===== config.mk =====
export PLATFORM = sky130hd
export DESIGN_NAME = vending_machine_param
export DESIGN_NICKNAME = d
export VERILOG_FILES = /design/src/rtl/vending_machine_param.sv
export SDC_FILE = /design/constraint.sdc
export NUM_CORES = 1
export LEC_CHECK = 0
export BUFFER_PORTS_ARGS = -buffer_cell sky130_fd_sc_hd__buf_2
export CAP_MARGIN = 0
export CORE_MARGIN = 3
export CORE_UTILIZATION = 26
export CTS_BUF_LIST = sky130_fd_sc_hd__clkbuf_8
export DETAILED_ROUTE_END_ITERATION = 8
export SLEW_MARGIN = 20
export SYNTH_ARGS = -nofsm -noshare
export SYNTH_HDL_FRONTEND = slang
export SYNTH_SLANG_ARGS = --single-unit

===== constraint.sdc =====
create_clock -name clk -period 5.06 [get_ports clk]
set_input_delay 0 -clock clk [delete_from_list [all_inputs] [get_ports clk]]
set_output_delay 0 -clock clk [all_outputs]
set_load 0.05 [all_outputs]

===== src/rtl/vending_machine_param.sv =====
// Vending machine: coin or card payment against per-slot price/stock tables, greedy change from saturating tubes.
// All outputs registered; coins are credited the cycle after their strobe, and change is paid out one coin per cycle.
module vending_machine_param #(
    parameter int  N_PROD    = 8,
    parameter int  PRICE_W   = 9,
    parameter int  INV_W     = 3,
    parameter int  TUBE_W    = 5,
    parameter int  TUBE_INIT = 10,
    parameter int  TIMEOUT   = 16,
    localparam int IDX_W     = (N_PROD > 1) ? $clog2(N_PROD) : 1
) (
    input  logic                      clk,
    input  logic                      rst,
    input  logic                      load,
    input  logic [N_PROD*PRICE_W-1:0] cost_in,
    input  logic [N_PROD*INV_W-1:0]   inv_in,
    input  logic [IDX_W-1:0]          index,
    input  logic                      pay_card,
    input  logic [PRICE_W-1:0]        card_balance,
    input  logic                      nickel,
    input  logic                      dime,
    input  logic                      quarter,
    input  logic                      dollar,
    input  logic                      cancel,
    output logic                      dispensed,
    output logic                      sold_out,
    output logic                      coin_reject,
    output logic [PRICE_W-1:0]        credit,
    output logic [PRICE_W-1:0]        owed,
    output logic [TUBE_W-1:0]         quart,
    output logic [TUBE_W-1:0]         dim,
    output logic [TUBE_W-1:0]         nick,
    output logic                      change_done,
    output logic                      exact_change,
    output logic [N_PROD*INV_W-1:0]   inv_out
);
    localparam int TO_W  = $clog2(TIMEOUT + 1);
    localparam int SUM_W = PRICE_W + 8;

    typedef enum logic [1:0] {IDLE, COLLECT, VEND, CHANGE} state_t;

    state_t                         state_q, state_d;
    logic [N_PROD-1:0][PRICE_W-1:0] price_q, price_d;
    logic [N_PROD-1:0][INV_W-1:0]   inv_q, inv_d;
    logic [PRICE_W-1:0]             credit_q, credit_d, owed_q, owed_d;
    logic [TUBE_W-1:0]              tq_q, tq_d, td_q, td_d, tn_q, tn_d;
    logic [TUBE_W-1:0]              quart_q, quart_d, dim_q, dim_d, nick_q, nick_d;
    logic [TO_W-1:0]                to_q, to_d;
    logic [IDX_W-1:0]               vidx_q, vidx_d;
    logic                           vcard_q, vcard_d;
    logic                           disp_q, disp_d, sold_q, sold_d, rej_q, rej_d;
    logic                           done_q, done_d, exact_q, exact_d;

    logic               coin_any, coin_phase, coin_ovf, coin_ok;
    logic [SUM_W-1:0]   credit_ext;
    logic [PRICE_W-1:0] cur_price, vend_price;
    logic [INV_W-1:0]   cur_inv;
    logic               card_go, coin_go, timeout_hit, give_q, give_d, give_n;

    assign coin_any   = nickel | dime | quarter | dollar;
    assign coin_phase = (state_q == IDLE) || (state_q == COLLECT);
    assign credit_ext = SUM_W'(credit_q)
                      + (nickel  ? SUM_W'(5)   : '0)
                      + (dime    ? SUM_W'(10)  : '0)
                      + (quarter ? SUM_W'(25)  : '0)
                      + (dollar  ? SUM_W'(100) : '0);
    assign coin_ovf   = credit_ext > SUM_W'((2 ** PRICE_W) - 1);
    assign coin_ok    = coin_phase && coin_any && !coin_ovf;

    assign cur_price   = price_q[index];
    assign cur_inv     = inv_q[index];
    assign vend_price  = price_q[vidx_q];
    assign card_go     = pay_card && (card_balance >= cur_price) && (cur_inv != '0);
    assign coin_go     = (credit_q >= cur_price) && (cur_inv != '0);
    assign timeout_hit = !coin_any && (to_q == TO_W'(TIMEOUT - 1));
    assign give_q      = (credit_q >= PRICE_W'(25)) && (tq_q != '0);
    assign give_d      = (credit_q >= PRICE_W'(10)) && (td_q != '0);
    assign give_n      = (credit_q >= PRICE_W'(5))  && (tn_q != '0);

    always_ff @(posedge clk) begin
        if (rst) begin
            state_q  <= IDLE;
            price_q  <= '0;
            inv_q    <= '0;
            credit_q <= '0;
            owed_q   <= '0;
            tq_q     <= TUBE_W'(TUBE_INIT);
            td_q     <= TUBE_W'(TUBE_INIT);
            tn_q     <= TUBE_W'(TUBE_INIT);
            quart_q  <= '0;
            dim_q    <= '0;
            nick_q   <= '0;
            to_q     <= '0;
            vidx_q   <= '0;
            vcard_q  <= 1'b0;
            disp_q   <= 1'b0;
            sold_q   <= 1'b0;
            rej_q    <= 1'b0;
            done_q   <= 1'b0;
            exact_q  <= 1'b0;
        end else begin
            state_q  <= state_d;
            price_q  <= price_d;
            inv_q    <= inv_d;
            credit_q <= credit_d;
            owed_q   <= owed_d;
            tq_q     <= tq_d;
            td_q     <= td_d;
            tn_q     <= tn_d;
            quart_q  <= quart_d;
            dim_q    <= dim_d;
            nick_q   <= nick_d;
            to_q     <= to_d;
            vidx_q   <= vidx_d;
            vcard_q  <= vcard_d;
            disp_q   <= disp_d;
            sold_q   <= sold_d;
            rej_q    <= rej_d;
            done_q   <= done_d;
            exact_q  <= exact_d;
        end
    end

    always_comb begin
        state_d = state_q;
        case (state_q)
            IDLE: begin
                if (coin_ok)      state_d = COLLECT;
                else if (card_go) state_d = VEND;
            end
            COLLECT: begin
                if (cancel || timeout_hit) state_d = CHANGE;
                else if (coin_go)          state_d = VEND;
            end
            VEND:    state_d = (!vcard_q && (credit_q != vend_price)) ? CHANGE : IDLE;
            CHANGE:  if (!(give_q || give_d || give_n)) state_d = IDLE;
            default: state_d = IDLE;
        endcase
    end

    always_comb begin
        price_d  = price_q;
        inv_d    = inv_q;
        credit_d = credit_q;
        owed_d   = owed_q;
        tq_d     = tq_q;
        td_d     = td_q;
        tn_d     = tn_q;
        quart_d  = quart_q;
        dim_d    = dim_q;
        nick_d   = nick_q;
        to_d     = '0;
        vidx_d   = vidx_q;
        vcard_d  = vcard_q;
        disp_d   = 1'b0;
        sold_d   = 1'b0;
        rej_d    = 1'b0;
        done_d   = 1'b0;

        // Slot and payment mode track the inputs until the vend actually happens.
        if (coin_phase) begin
            vidx_d  = index;
            vcard_d = (state_q == IDLE);
        end

        if (coin_phase && coin_any) begin
            if (coin_ovf) begin
                rej_d = 1'b1;
            end else begin
                credit_d = credit_ext[PRICE_W-1:0];
                if (nickel  && (tn_q != '1)) tn_d = tn_q + TUBE_W'(1);
                if (dime    && (td_q != '1)) td_d = td_q + TUBE_W'(1);
                if (quarter && (tq_q != '1)) tq_d = tq_q + TUBE_W'(1);
            end
        end

        case (state_q)
            IDLE: begin
                if (load) begin
                    price_d = cost_in;
                    inv_d   = inv_in;
                end
                if (coin_ok) begin
                    quart_d = '0;
                    dim_d   = '0;
                    nick_d  = '0;
                end
            end
            COLLECT: begin
                sold_d = (cur_inv == '0);
                if ((state_d == COLLECT) && !coin_any) to_d = to_q + TO_W'(1);
            end
            VEND: begin
                disp_d        = 1'b1;
                inv_d[vidx_q] = inv_q[vidx_q] - INV_W'(1);
                if (!vcard_q) credit_d = credit_q - vend_price;
            end
            CHANGE: begin
                if (give_q) begin
                    tq_d     = tq_q - TUBE_W'(1);
                    quart_d  = quart_q + TUBE_W'(1);
                    credit_d = credit_q - PRICE_W'(25);
                end else if (give_d) begin
                    td_d     = td_q - TUBE_W'(1);
                    dim_d    = dim_q + TUBE_W'(1);
                    credit_d = credit_q - PRICE_W'(10);
                end else if (give_n) begin
                    tn_d     = tn_q - TUBE_W'(1);
                    nick_d   = nick_q + TUBE_W'(1);
                    credit_d = credit_q - PRICE_W'(5);
                end else begin
                    owed_d   = credit_q;
                    credit_d = '0;
                    done_d   = 1'b1;
                end
            end
            default: ;
        endcase

        exact_d = (tn_d == '0) || (td_d == '0);
    end

    assign dispensed    = disp_q;
    assign sold_out     = sold_q;
    assign coin_reject  = rej_q;
    assign credit       = credit_q;
    assign owed         = owed_q;
    assign quart        = quart_q;
    assign dim          = dim_q;
    assign nick         = nick_q;
    assign change_done  = done_q;
    assign exact_change = exact_q;
    assign inv_out      = inv_q;
endmodule


# Yosys cells after proc, flatten, opt, wreduce, memory -nomap -nowiden
# Cells that the tools add are included.
dict set report word_totals {
  n_memories 0
  out_inout_bits 62
  latchBits 0
  romBits 0
  wordCells 192
  inputBits 117
  regBits 160
  ram_bits 0
}
dict set report classes {
  mul 0
  div_mod_pow 0
  n_shift 0
  reduce_logical 43
  addsub 19
  bitwise_logic 10
  n_eq_ne 16
  muxes 62
  n_lt_le_gt_ge 9
}
# op count
set ops {}
lappend ops {{5-bit two-way mux} 26}
lappend ops {{9-bit two-way mux} 8}
lappend ops {{9-bit binary-select mux with 3-bit select} 2}
lappend ops {{24-bit one-hot mux with 2 select lines} 1}
lappend ops {{5-bit by 1-bit adder with 5-bit output (second input constant)} 7}
lappend ops {{5-bit one-hot mux with 2 select lines} 3}
lappend ops {{24-bit bitwise mux} 1}
lappend ops {{24-bit two-way mux} 1}
lappend ops {{3-bit binary-select mux with 3-bit select} 2}
lappend ops {{9-bit >= comparator} 2}
lappend ops {{9-bit one-hot mux with 2 select lines} 1}
lappend ops {{1-bit logical AND} 15}
lappend ops {{5-bit != test (second input constant)} 3}
lappend ops {{5-bit nonzero test} 3}
lappend ops {{5-bit by 1-bit subtractor with 5-bit output (second input constant)} 3}
lappend ops {{2-bit != test (second input constant)} 7}
lappend ops {{12-bit by 7-bit adder with 13-bit output} 1}
lappend ops {{13-bit by 9-bit greater-than comparator with 1-bit output (second input constant)} 1}
lappend ops {{11-bit by 5-bit adder with 12-bit output} 1}
lappend ops {{2-bit two-way mux} 6}
lappend ops {{3-bit two-way mux} 4}
lappend ops {{10-bit by 4-bit adder with 11-bit output} 1}
lappend ops {{9-bit by 3-bit adder with 10-bit output} 1}
lappend ops {{5-bit zero test} 2}
lappend ops {{other kinds (34)} 57}

# Logic depth before layout (Yosys ltp)
# Gate-level depths: netlist of run 1.
dict set report depth {
  depth_word 14
  mapped_depth 18
  mapped_depth_nobuf 16
}

# Least setup slack after synthesis of run 1
# No wires, ideal clock.
dict set report synth_timing {
  path_type {register -> register}
  from {register credit_q[2] (netlist: credit[2])}
  to {register exact_q (netlist: exact_change)}
  setup_ns 0.127
  n_path_buf 1
  slack_ns 1.283
  path_stages_with_launch 14
  arrival_time_ns 3.650
  required_time_ns 4.933
  period_less_slack_ns 3.777
  path_cell_list {dfxtp_1 buf_2 inv_1 fa_1 inv_1 fa_1 a21oi_1 o211ai_2 o41ai_2 nand4_1 o41ai_2 mux2_1 nand4_1 o41ai_2}
}
dict set report synth_between {
  elab_chain_len 13
  word_cells_on_any_way 25
  classes_between {4 x add/sub; 4 x order compare; 11 x mux; 6 x reduce/logical}
}
# item line_no
set synth_rtl {}
lappend synth_rtl {{start: declaration} 45} ;# logic [PRICE_W-1:0] credit_q, credit_d, owed_q, owed_d;
lappend synth_rtl {{start signal: assignment} 105} ;# credit_q <= credit_d;
lappend synth_rtl {{9-bit by 3-bit adder with 10-bit output} 63} ;# + (nickel ? SUM_W'(5) : '0)
lappend synth_rtl {{10-bit by 4-bit adder with 11-bit output} 64} ;# + (dime ? SUM_W'(10) : '0)
lappend synth_rtl {{11-bit by 5-bit adder with 12-bit output} 65} ;# + (quarter ? SUM_W'(25) : '0)
lappend synth_rtl {{12-bit by 7-bit adder with 13-bit output} 66} ;# + (dollar ? SUM_W'(100) : '0);
lappend synth_rtl {{13-bit by 9-bit greater-than comparator with 1-bit output} 67} ;# assign coin_ovf = credit_ext > SUM_W'((2 ** PRICE_W) - 1);
lappend synth_rtl {{5-bit two-way mux} 167} ;# if (coin_ovf) begin
lappend synth_rtl {{5-bit two-way mux} 166} ;# if (coin_phase && coin_any) begin
lappend synth_rtl {{5-bit two-way mux} 207} ;# end else if (give_n) begin
lappend synth_rtl {{5-bit two-way mux} 203} ;# end else if (give_d) begin
lappend synth_rtl {{5-bit two-way mux} 199} ;# if (give_q) begin
lappend synth_rtl {{5-bit two-way mux} 177} ;# case (state_q)
lappend synth_rtl {{5-bit zero test} 220} ;# exact_d = (tn_d == '0) || (td_d == '0);
lappend synth_rtl {{1-bit logical OR (*)} 220}
lappend synth_rtl {{end signal: assignment} 120} ;# exact_q <= exact_d;
lappend synth_rtl {{end: declaration} 52} ;# logic done_q, done_d, exact_q, exact_d;
# Mark *: on every way between the ends. The rest lies on a longest branch, timed or not.
# A chain may end at the register's enable or synchronous reset.

# Worst setup path after layout of run 1
dict set report layout_timing {
  from {register credit_q[2] (netlist: credit[2])}
  to {register state_q[1]}
}
dict set report layout_between {
  elab_chain_len 9
  word_cells_on_any_way 25
  classes_between {4 x add/sub; 5 x order compare; 1 x eq/ne; 6 x mux; 9 x reduce/logical}
}
# item line_no
set layout_rtl {}
lappend layout_rtl {{9-bit by 3-bit adder with 10-bit output} 63}
lappend layout_rtl {{10-bit by 4-bit adder with 11-bit output} 64}
lappend layout_rtl {{11-bit by 5-bit adder with 12-bit output} 65}
lappend layout_rtl {{12-bit by 7-bit adder with 13-bit output} 66}
lappend layout_rtl {{13-bit by 9-bit greater-than comparator with 1-bit output} 67}
lappend layout_rtl {{1-bit zero test} 68} ;# assign coin_ok = coin_phase && coin_any && !coin_ovf;
lappend layout_rtl {{1-bit logical AND} 68}
lappend layout_rtl {{2-bit two-way mux} 128} ;# if (coin_ok) state_d = COLLECT;
lappend layout_rtl {{2-bit one-hot mux with 4 select lines (*)} 126} ;# case (state_q)
lappend layout_rtl {{end signal: assignment} 102} ;# state_q <= state_d;
lappend layout_rtl {{end: declaration} 42} ;# state_t state_q, state_d;
# Marks and branches as above.

==> flow_summary.json, run 1 <==
{
  "clk_pin_slew_worst_paths_ns": 0.10,
  "dp_slack_ns": 1.16,
  "crit_fanout": 17,
  "routabilityCongestion": 0.888,
  "cts_resized": 0,
  "core_area_sq_um": 36800,
  "start_util_pct": 26.5,
  "grt_pass1_vias": 9304,
  "synthCells": 1179,
  "final_max_slew_viol_count": 0,
  "hpwl_um": 25500,
  "critical_path_arrival_ns": 4.47,
  "powerDensity_nw_per_um2": 485,
  "postPlaceCellArea_sq_um": 11000,
  "synthArstFlopShare_pct": 0,
  "final_nets": 1595,
  "n_fill_cell": 3844,
  "viasPerCell": 5.11,
  "synth.area.top_cells": "dfxtp_1 33%, nand2_1 7.9%, ha_1 7.6%, a21oi_1 7.2%, mux4_2 6.0%",
  "grt_pass1_wl_um": 52600,
  "synth_seq_area_share_pct": 32.8,
  "antenna_found_initial": 1,
  "p_leak_nw": 5.02,
  "drive_above_1_share_pct": 20.0,
  "wl_um": 34500,
  "path_class": "flop to flop",
  "timing.final.ws_setup_ns": 0.953,
  "avgSynthCellArea_sq_um": 8.28,
  "grt_usage_pct": 17.0,
  "finalCriticalPeriod_ns": 4.11,
  "clock_skew_ns": 0.0211,
  "tightest_slew_ns": 0.956,
  "drt_pass1_iterations": 5,
  "grt_max_degree": 73,
  "status": "completed",
  "setup_viol": 0,
  "cp.required_ns": 5.43,
  "cp-start-kind": "flop",
  "cts.sinks": 160,
  "end_kind": "flop",
  "layout-area-overhead-vs-synth_pct": 27.2,
  "fin_tns_setup_ns": 0,
  "dp_cells": 1764,
  "regArea_sq_um": 3200,
  "synth_top_area_share_pct": 32.8,
  "hold_class": "primary input to flop",
  "gr-total-overflow": 0,
  "fin_area_sq_um": 12400,
  "multi_input_area_sq_um": 6120,
  "yosys.cell_count.top_type": "nand2_1",
  "netlist_area_sq_um": 9760,
  "hold_viol_final": 0,
  "vias": 9691,
  "clockRootBuffer": "clkbuf_8",
  "cts_buffers": 17,
  "synth_nets": 1360,
  "fp.dieArea_sq_um": 39900,
  "die_x_um": 200,
  "wl_per_cell_um": 18.2,
  "max_freq_mhz": 244,
  "row_count": 70,
  "finalPower_w": 0.00602,
  "synth_edf_count": 0,
  "max-vdd-ir-drop_v": 0.000258,
  "post-route-period-util_pct": 81.2,
  "cap_violations": 0,
  "slew_headroom_pct": 36.2,
  "rsz0062_at_grt": "false",
  "max-clock-path-buffers": 2,
  "clk_latency_ns": 0.50,
  "design.portCount": 179,
  "synth_top_area_cell": "dfxtp_1",
  "die_y_um": 200,
  "yosys_warnings": 0,
  "yosysUniqueCellTypes": 76,
  "ant_nets": 0,
  "drc_errors": 0,
  "post_layout_nonfiller_instances": 1896,
  "cts.htree.levels": 4,
  "ys.flop_type": "dfxtp_1",
  "synth_common_cells": "205 x nand2_1, 160 x dfxtp_1, 140 x a21oi_1",
  "ys_ff_latch": 160,
  "portBuffers": 178,
  "cts_tree": "yes",
  "drt_iter0_drc": 751
}
==> routing by layer <==
metal | share of wire, % | track usage (%) | up-vias
met2 | 48 | 28.7 | 366
met3 | 6.0 | 3.19 | 52
met1 | 43 | 21.9 | 4587
li1 | - | - | 4686
met4 | 2.3 | 5.51 | 0
met5 | 0 | 0 | -
==> report_power, final <==
part	internal, W	leakage [nW]	switching (W)
clock network	0.000387	0.199	0.000569
registers	0.00149	1.31	0.000357
logic	0.00121	3.51	0.00200
total	0.00310	5.02	0.00293
==> worst max-delay path, stage by stage (launching register included) <==
cell and delay [ns]:
dfxtp_1 0.72, inv_1 0.22, fa_1 0.52, inv_1 0.07, fa_1 0.45, a21oi_1 0.23, o211ai_2 0.17, a21oi_2 0.25
o21ai_1 0.17, buf_4 0.25, nand3_1 0.11, a21oi_1 0.08, o41ai_1 0.09, dlygate4sd3_1 0.59, a21oi_1 0.04
==> state kept, by name (all words and copies together), names as in the netlist, 9 cells and up <==
name,cells
inv_out,24
price_q,72
owed,9
credit,9
==> through the flow <==
stage | hold slack (ns) | utilization [%]
global placement | 0.250 | 30.0
detailed placement | 0.253 | 30.0
finish | 0.0266 | 33.8
global route | 0.0695 | 33.8
floorplan | 0.136 | -
CTS | 0.00434 | 33.8
==> cell families (layout without fill, tap and decap cells) <==
kind of cell | Yosys count | in the layout | synth area share (%)
and+or+nand+nor | 437 | 437 | 20.2
AOI/OAI and AO/OA | 292 | 292 | 19.0
buffers and inverters | 109 | 357 | 4.56
other | 0 | 1 | 0
adders and majority gates | 64 | 64 | 8.59
DFF | 160 | 160 | 32.8
xor gates and xnor gates | 41 | 41 | 3.68
muxes | 76 | 76 | 11.2
==> placed cells by master (no fill, tap or decap), types with 5 or more instances in the layout <==
cell           netlist  layout
nand2_1            205     204
a21oi_1            140     140
nor2_1             110     110
xor2_1              23      23
mux2i_1             43      43
and3_1               8       8
a22oi_1             26      26
nand4_1             12      12
a21o_1               6       6
mux4_2              26      26
inv_1               32      33
ha_1                59      59
fa_1                 5       5
a221oi_1            14      14
dlygate4sd3_1        0      99
a211oi_1             6       6
mux2_2               6       6
a31oi_1              9       9
buf_2               11     177
nor4_1              13      13
o221ai_1             5       5
nand2b_1            11      11
buf_4                2      17
clkbuf_8             0      19
xnor2_1             18      18
o21ai_0             27      27
nor3_1              23      23
o21ai_1              5       5
and2_1               6       5
nand3_1             12      12
o211ai_1             8       8
nor2b_1             12      12
dfxtp_1            160     159
o21a_1               5       5
==> repair_timing <==
item	in CTS	in global routing
setup endpoints to repair	0	0
hold buffers	99	0
setup buffers	0	0
hold endpoints to repair	98	0
==> worst paths after layout <==
check / depth (start not counted) / startpoint / slack (ns) / end
setup reg to reg: 14 / credit[2]$_SDFF_PP0_ / 0.95 / state_q[1]$_SDFF_PP0_
hold / removal: 2 / rst / 0.03 / tq_q[0]$_SDFF_PP0_
setup / recovery: 14 / credit[2]$_SDFF_PP0_ / 0.95 / state_q[1]$_SDFF_PP0_
hold reg to reg: 1 / to_q[0]$_SDFF_PP0_ / 0.47 / to_q[0]$_SDFF_PP0_
==> area by class of cell <==
type | count | share of cell area, %
Tap cell | 468 | 4.71
Clock buffer | 19 | 2.10
Timing Repair Buffer | 293 | 16.1
Inverter | 32 | 0.967
Multi-Input combinational cell | 910 | 49.3
Antenna cell | 1 | 0.0201
Sequential cell | 160 | 25.8
Clock inverter | 13 | 1.01
No activity file was read; power rests on OpenSTA's default activity.
==> inputs of run 2 (changes only) <==
- clock period: 5.06 -> 3.56 ns (I/O delays scaled with it)
==> run 2 against run 1 <==
Effect of this change: sequential power grew 37%; wire length grew 2.1%; clock-buffer cell count shrank 1; cell count grew 1.1%; critical endpoint unchanged; highest routed layer unchanged.
==> flow_summary.json, run 2 (synthesized netlist as in run 1, its figures left out) <==
{
  "start_util_pct": 26.5,
  "powerDensity_nw_per_um2": 702,
  "r2r_slack_ns": 0.19,
  "postPlaceCellArea_sq_um": 11200,
  "tightest_slew_ns": 1.09,
  "finalCriticalPeriod_ns": 3.37,
  "critical_path_arrival_ns": 3.73,
  "vias": 9869,
  "drt_iter0_drc": 656,
  "cp.required_ns": 3.92,
  "met1_usage_pct": 22.8,
  "hpwl_um": 25900,
  "viasPerCell": 5.15,
  "crit_fanout": 15,
  "multi_input_area_sq_um": 6130,
  "cp-start-kind": "flop",
  "setup_viol": 0,
  "slew_headroom_pct": 27.4,
  "drt_pass1_iterations": 5,
  "grt_usage_pct": 17.6,
  "portBuffers": 178,
  "hold_class": "primary input to flop",
  "final_nets": 1615,
  "cap_violations": 0,
  "whs_ns": 0.0404,
  "core_area_sq_um": 36800,
  "max-clock-path-buffers": 2,
  "wl_um": 35200,
  "crit_end": "state_q[1]$_SDFF_PP0_",
  "largest_reg_flops": 72,
  "clk_latency_ns": 0.48,
  "fp.dieArea_sq_um": 39900,
  "cts.htree.levels": 4,
  "fin_area_sq_um": 12600,
  "cts_tree": "yes",
  "max-vdd-ir-drop_v": 0.000306,
  "crit_path_start": "credit[2]$_SDFF_PP0_",
  "final_max_slew_viol_count": 0,
  "hold_viol_final": 0,
  "n_fill_cell": 3803,
  "routabilityCongestion": 0.891,
  "layout-area-overhead-vs-synth_pct": 29.5,
  "r2r-start": "credit[2]$_SDFF_PP0_",
  "top_register": "price_q",
  "cts.sinks": 160,
  "max_freq_mhz": 297,
  "rsz0062_at_grt": "false",
  "grtUsageMet2_pct": 30.6,
  "wl_per_cell_um": 18.4,
  "antenna_found_initial": 1,
  "regArea_sq_um": 3210,
  "p_leak_nw": 5.15,
  "clock_skew_ns": 0.0193,
  "cts_buffers": 17,
  "end_kind": "flop",
  "path_class": "flop to flop",
  "grt_use_met3_pct": 3.05,
  "drive_above_1_share_pct": 21.4,
  "final_cell_mix": "204 x nand2_1, 177 x buf_2, 158 x dfxtp_1",
  "busiest_layer": "met2",
  "grt_pass1_vias": 9677,
  "drc_errors": 0,
  "final_common_cell": "nand2_1",
  "rr_endpoint": "state_q[1]$_SDFF_PP0_",
  "post-cts-setup-buffers": 0,
  "fin_tns_setup_ns": 0,
  "post-route-period-util_pct": 94.5,
  "ant_nets": 0,
  "die_x_um": 200,
  "status": "completed",
  "grt_pass1_wl_um": 54900,
  "row_count": 70,
  "clockRootBuffer": "clkbuf_8",
  "r2r_cells": 14,
  "clk_pin_slew_worst_paths_ns": 0.11,
  "gr-total-overflow": 0,
  "die_y_um": 200,
  "grt_max_degree": 97,
  "design.portCount": 179
}
==> run 2: cell type report <==
| type | instances | share of cell area, % |
|---|---|---|
| multi-input combinational | 910 | 48.5 |
| sequential | 160 | 25.4 |
| timing repair buffer | 313 | 17.2 |
| tap | 468 | 4.63 |
| clock buffer | 18 | 1.96 |
| clock inverter | 14 | 1.41 |
| inverter | 32 | 0.950 |
| antenna | 1 | 0.0198 |
==> run 2: routing by layer <==
metal	share of wire, %	routed length (um)
met4	2.0	712
met5	0	0
met3	6.3	2220
met2	49	17200
met1	43	15000
==> run 2: where the power goes <==
group / internal (W) / switching (W) / total, W
Sequential: 0.00213 / 0.000407 / 0.00253
Clock: 0.000726 / 0.000774 / 0.00150
Combinational: 0.00183 / 0.00301 / 0.00484
Total: 0.00468 / 0.00419 / 0.00888
==> run 2: how the worst min path moves through the flow <==
stage,endpoint,from,cells past startpoint,slack (ns)
4_1_cts,vidx_q[2]$_SDFFE_PP0P_,index[2],3,0.02
5_1_grt,vidx_q[2]$_SDFFE_PP0P_,index[2],3,0.03
6_report,vidx_q[2]$_SDFFE_PP0P_,index[2],3,0.04
3_3_place_gp,price_q[33]$_SDFFE_PP0P_,cost_in[33],3,0.25
3_5_place_dp,price_q[33]$_SDFFE_PP0P_,cost_in[33],3,0.25
2_1_floorplan,price_q[49]$_SDFFE_PP0P_,cost_in[49],2,0.14
==> run 2: stage by stage <==
| step | cells | setup WS (ns) | power [W] | utilization, % |
|---|---|---|---|---|
| 2_1_floorplan | 1179 | 0.000145 | 0.00589 | - |
| 3_3_place_gp | 1785 | 0.430 | 0.00716 | 30.5 |
| 3_5_place_dp | 1785 | 0.339 | 0.00724 | 30.5 |
| 4_1_cts | 1915 | 0.110 | 0.00884 | 34.3 |
| 5_1_grt | 1916 | 0.0151 | 0.00950 | 34.4 |
| 6_report | 1916 | 0.195 | 0.00888 | 34.4 |
==> run 2: critical path, cell delays in order (launching register included) <==
cell and delay [ns]:
dfxtp_2 0.33, inv_1 0.06, fa_1 0.47, inv_1 0.07, fa_1 0.46, a21oi_2 0.18, o211ai_2 0.16, a21oi_2 0.25
o21ai_2 0.14, buf_4 0.22, nand3_1 0.09, a21oi_1 0.08, o41ai_1 0.10, dlygate4sd3_1 0.59, a21oi_1 0.04
==> run 2: what timing repair did <==
item,4_1_cts,5_1_grt
endpoints found under the hold margin,97,0
resized for setup,0,2
setup endpoints to repair,0,1
hold buffers,98,0
==> inputs of run 3 (changes only) <==
- CTS_BUF_LIST: sky130_fd_sc_hd__clkbuf_8 -> sky130_fd_sc_hd__clkbuf_2
==> run 3 against run 2 <==
Effect of this change: register-to-register slack hardly changed; via count is 10% higher; die area stayed put; worst setup slack worse by 0.0098 ns; clock power is 21% lower; global-route usage is 2.0 points higher; largest power group unchanged.
==> flow_summary.json, run 3 (synthesized netlist as in run 1, its figures left out) <==
{
  "fp.dieArea_sq_um": 39900,
  "fin_tns_setup_ns": 0,
  "wl_per_cell_um": 18.6,
  "cts_tree": "yes",
  "final_max_slew_viol_count": 0,
  "whs_ns": 0.0817,
  "viasPerCell": 5.14,
  "vias": 10900,
  "drive_above_1_share_pct": 19.0,
  "layout-area-overhead-vs-synth_pct": 48.2,
  "slew_headroom_pct": 26.1,
  "drt_iter0_drc": 712,
  "crit_fanout": 15,
  "final_nets": 1812,
  "top_register": "price_q",
  "clk_pin_slew_worst_paths_ns": 0.28,
  "drc_errors": 0,
  "critical_path_arrival_ns": 4.08,
  "path_class": "flop to flop",
  "p_leak_nw": 5.96,
  "final_common_cell": "dlygate4sd3_1",
  "max-vdd-ir-drop_v": 0.000296,
  "status": "completed",
  "finalCriticalPeriod_ns": 3.37,
  "hold_path_depth": 4,
  "setup_viol": 0,
  "r2r_slack_ns": 0.19,
  "cts.htree.levels": 4,
  "grt_usage_pct": 19.6,
  "post-route-period-util_pct": 94.8,
  "design.portCount": 179,
  "ant_nets": 0,
  "routabilityCongestion": 0.891,
  "core_area_sq_um": 36800,
  "hold_viol_final": 0,
  "wl_um": 39400,
  "hpwl_um": 25900,
  "die_y_um": 200,
  "row_count": 70,
  "powerDensity_nw_per_um2": 622,
  "clk_latency_ns": 0.81,
  "end_kind": "flop",
  "antenna_found_initial": 2,
  "tightest_slew_ns": 1.11,
  "max-clock-path-buffers": 2,
  "hold_class": "primary input to flop",
  "cts_buffers": 17,
  "drt_pass1_iterations": 5,
  "grt_pass1_vias": 10900,
  "portBuffers": 178,
  "cp.required_ns": 4.27,
  "final_cell_mix": "294 x dlygate4sd3_1, 204 x nand2_1, 177 x buf_2",
  "max_freq_mhz": 296,
  "clock_skew_ns": 0.0696,
  "gr-total-overflow": 0,
  "clockRootBuffer": "clkbuf_2",
  "die_x_um": 200,
  "cap_violations": 0,
  "start_util_pct": 26.5,
  "r2r_cells": 14,
  "grt_max_degree": 97,
  "cts.sinks": 160,
  "grt_pass1_wl_um": 61200,
  "cp-start-kind": "flop",
  "largest_reg_flops": 72
}
==> run 3: final timing paths <==
kind | startpoint | to
max | credit[2]$_SDFF_PP0_ | state_q[1]$_SDFF_PP0_
min | load | inv_out[23]$_SDFFE_PP0P_
max reg2reg | credit[2]$_SDFF_PP0_ | state_q[1]$_SDFF_PP0_
min reg2reg | to_q[0]$_SDFF_PP0_ | to_q[0]$_SDFF_PP0_
==> run 3: power breakdown <==
part	leakage [nW]	internal, W	switching, W
clock network	0.156	0.000409	0.000769
registers	1.31	0.00213	0.000415
logic	4.50	0.00216	0.00313
total	5.96	0.00469	0.00431
==> run 3: worst max-delay path, stage by stage (launching register included) <==
cell and delay, ns:
dfxtp_2 0.39, inv_1 0.07, fa_1 0.47, inv_1 0.07
fa_1 0.46, a21oi_2 0.18, o211ai_2 0.16, a21oi_2 0.24
o21ai_2 0.14, buf_4 0.22, nand3_1 0.09, a21oi_1 0.08
o41ai_1 0.10, dlygate4sd3_1 0.59, a21oi_1 0.04
==> run 3: stage by stage <==
step,total power [W],util (%),worst slack (ns),instance area [sq um],cells
2_1_floorplan,0.00589,-,0.000145,9770,1179
3_3_place_gp,0.00716,30.5,0.430,11200,1785
3_5_place_dp,0.00724,30.5,0.339,11200,1785
4_1_cts,0.00885,39.2,0.0908,14400,2110
5_1_grt,0.00962,39.3,-0.0180,14500,2114
6_report,0.00901,39.3,0.185,14500,2114
==> run 3: cell type report <==
| type | instances | area (sq um) |
|---|---|---|
| Multi-Input combinational cell | 910 | 6140 |
| Fill cell | 3596 | 22300 |
| Timing Repair Buffer | 510 | 4150 |
| Clock buffer | 18 | 90.1 |
| Inverter | 32 | 120 |
| Sequential cell | 160 | 3210 |
| Tap cell | 468 | 586 |
| Antenna cell | 2 | 5.00 |
| Clock inverter | 14 | 178 |
==> run 3: what timing repair did <==
action,in CTS,in global routing
setup buffers,0,1
gates resized for setup,0,6
setup endpoints to repair,0,3
hold endpoints to repair,145,1
hold buffers,293,1
==> run 3: routing by layer <==
metal	share of wire [%]	GRT usage (%)	up-vias
li1	-	-	5110
met1	40	23.7	5227
met4	2.6	5.76	0
met3	6.7	3.16	75
met5	0	0	-
met2	51	35.9	454
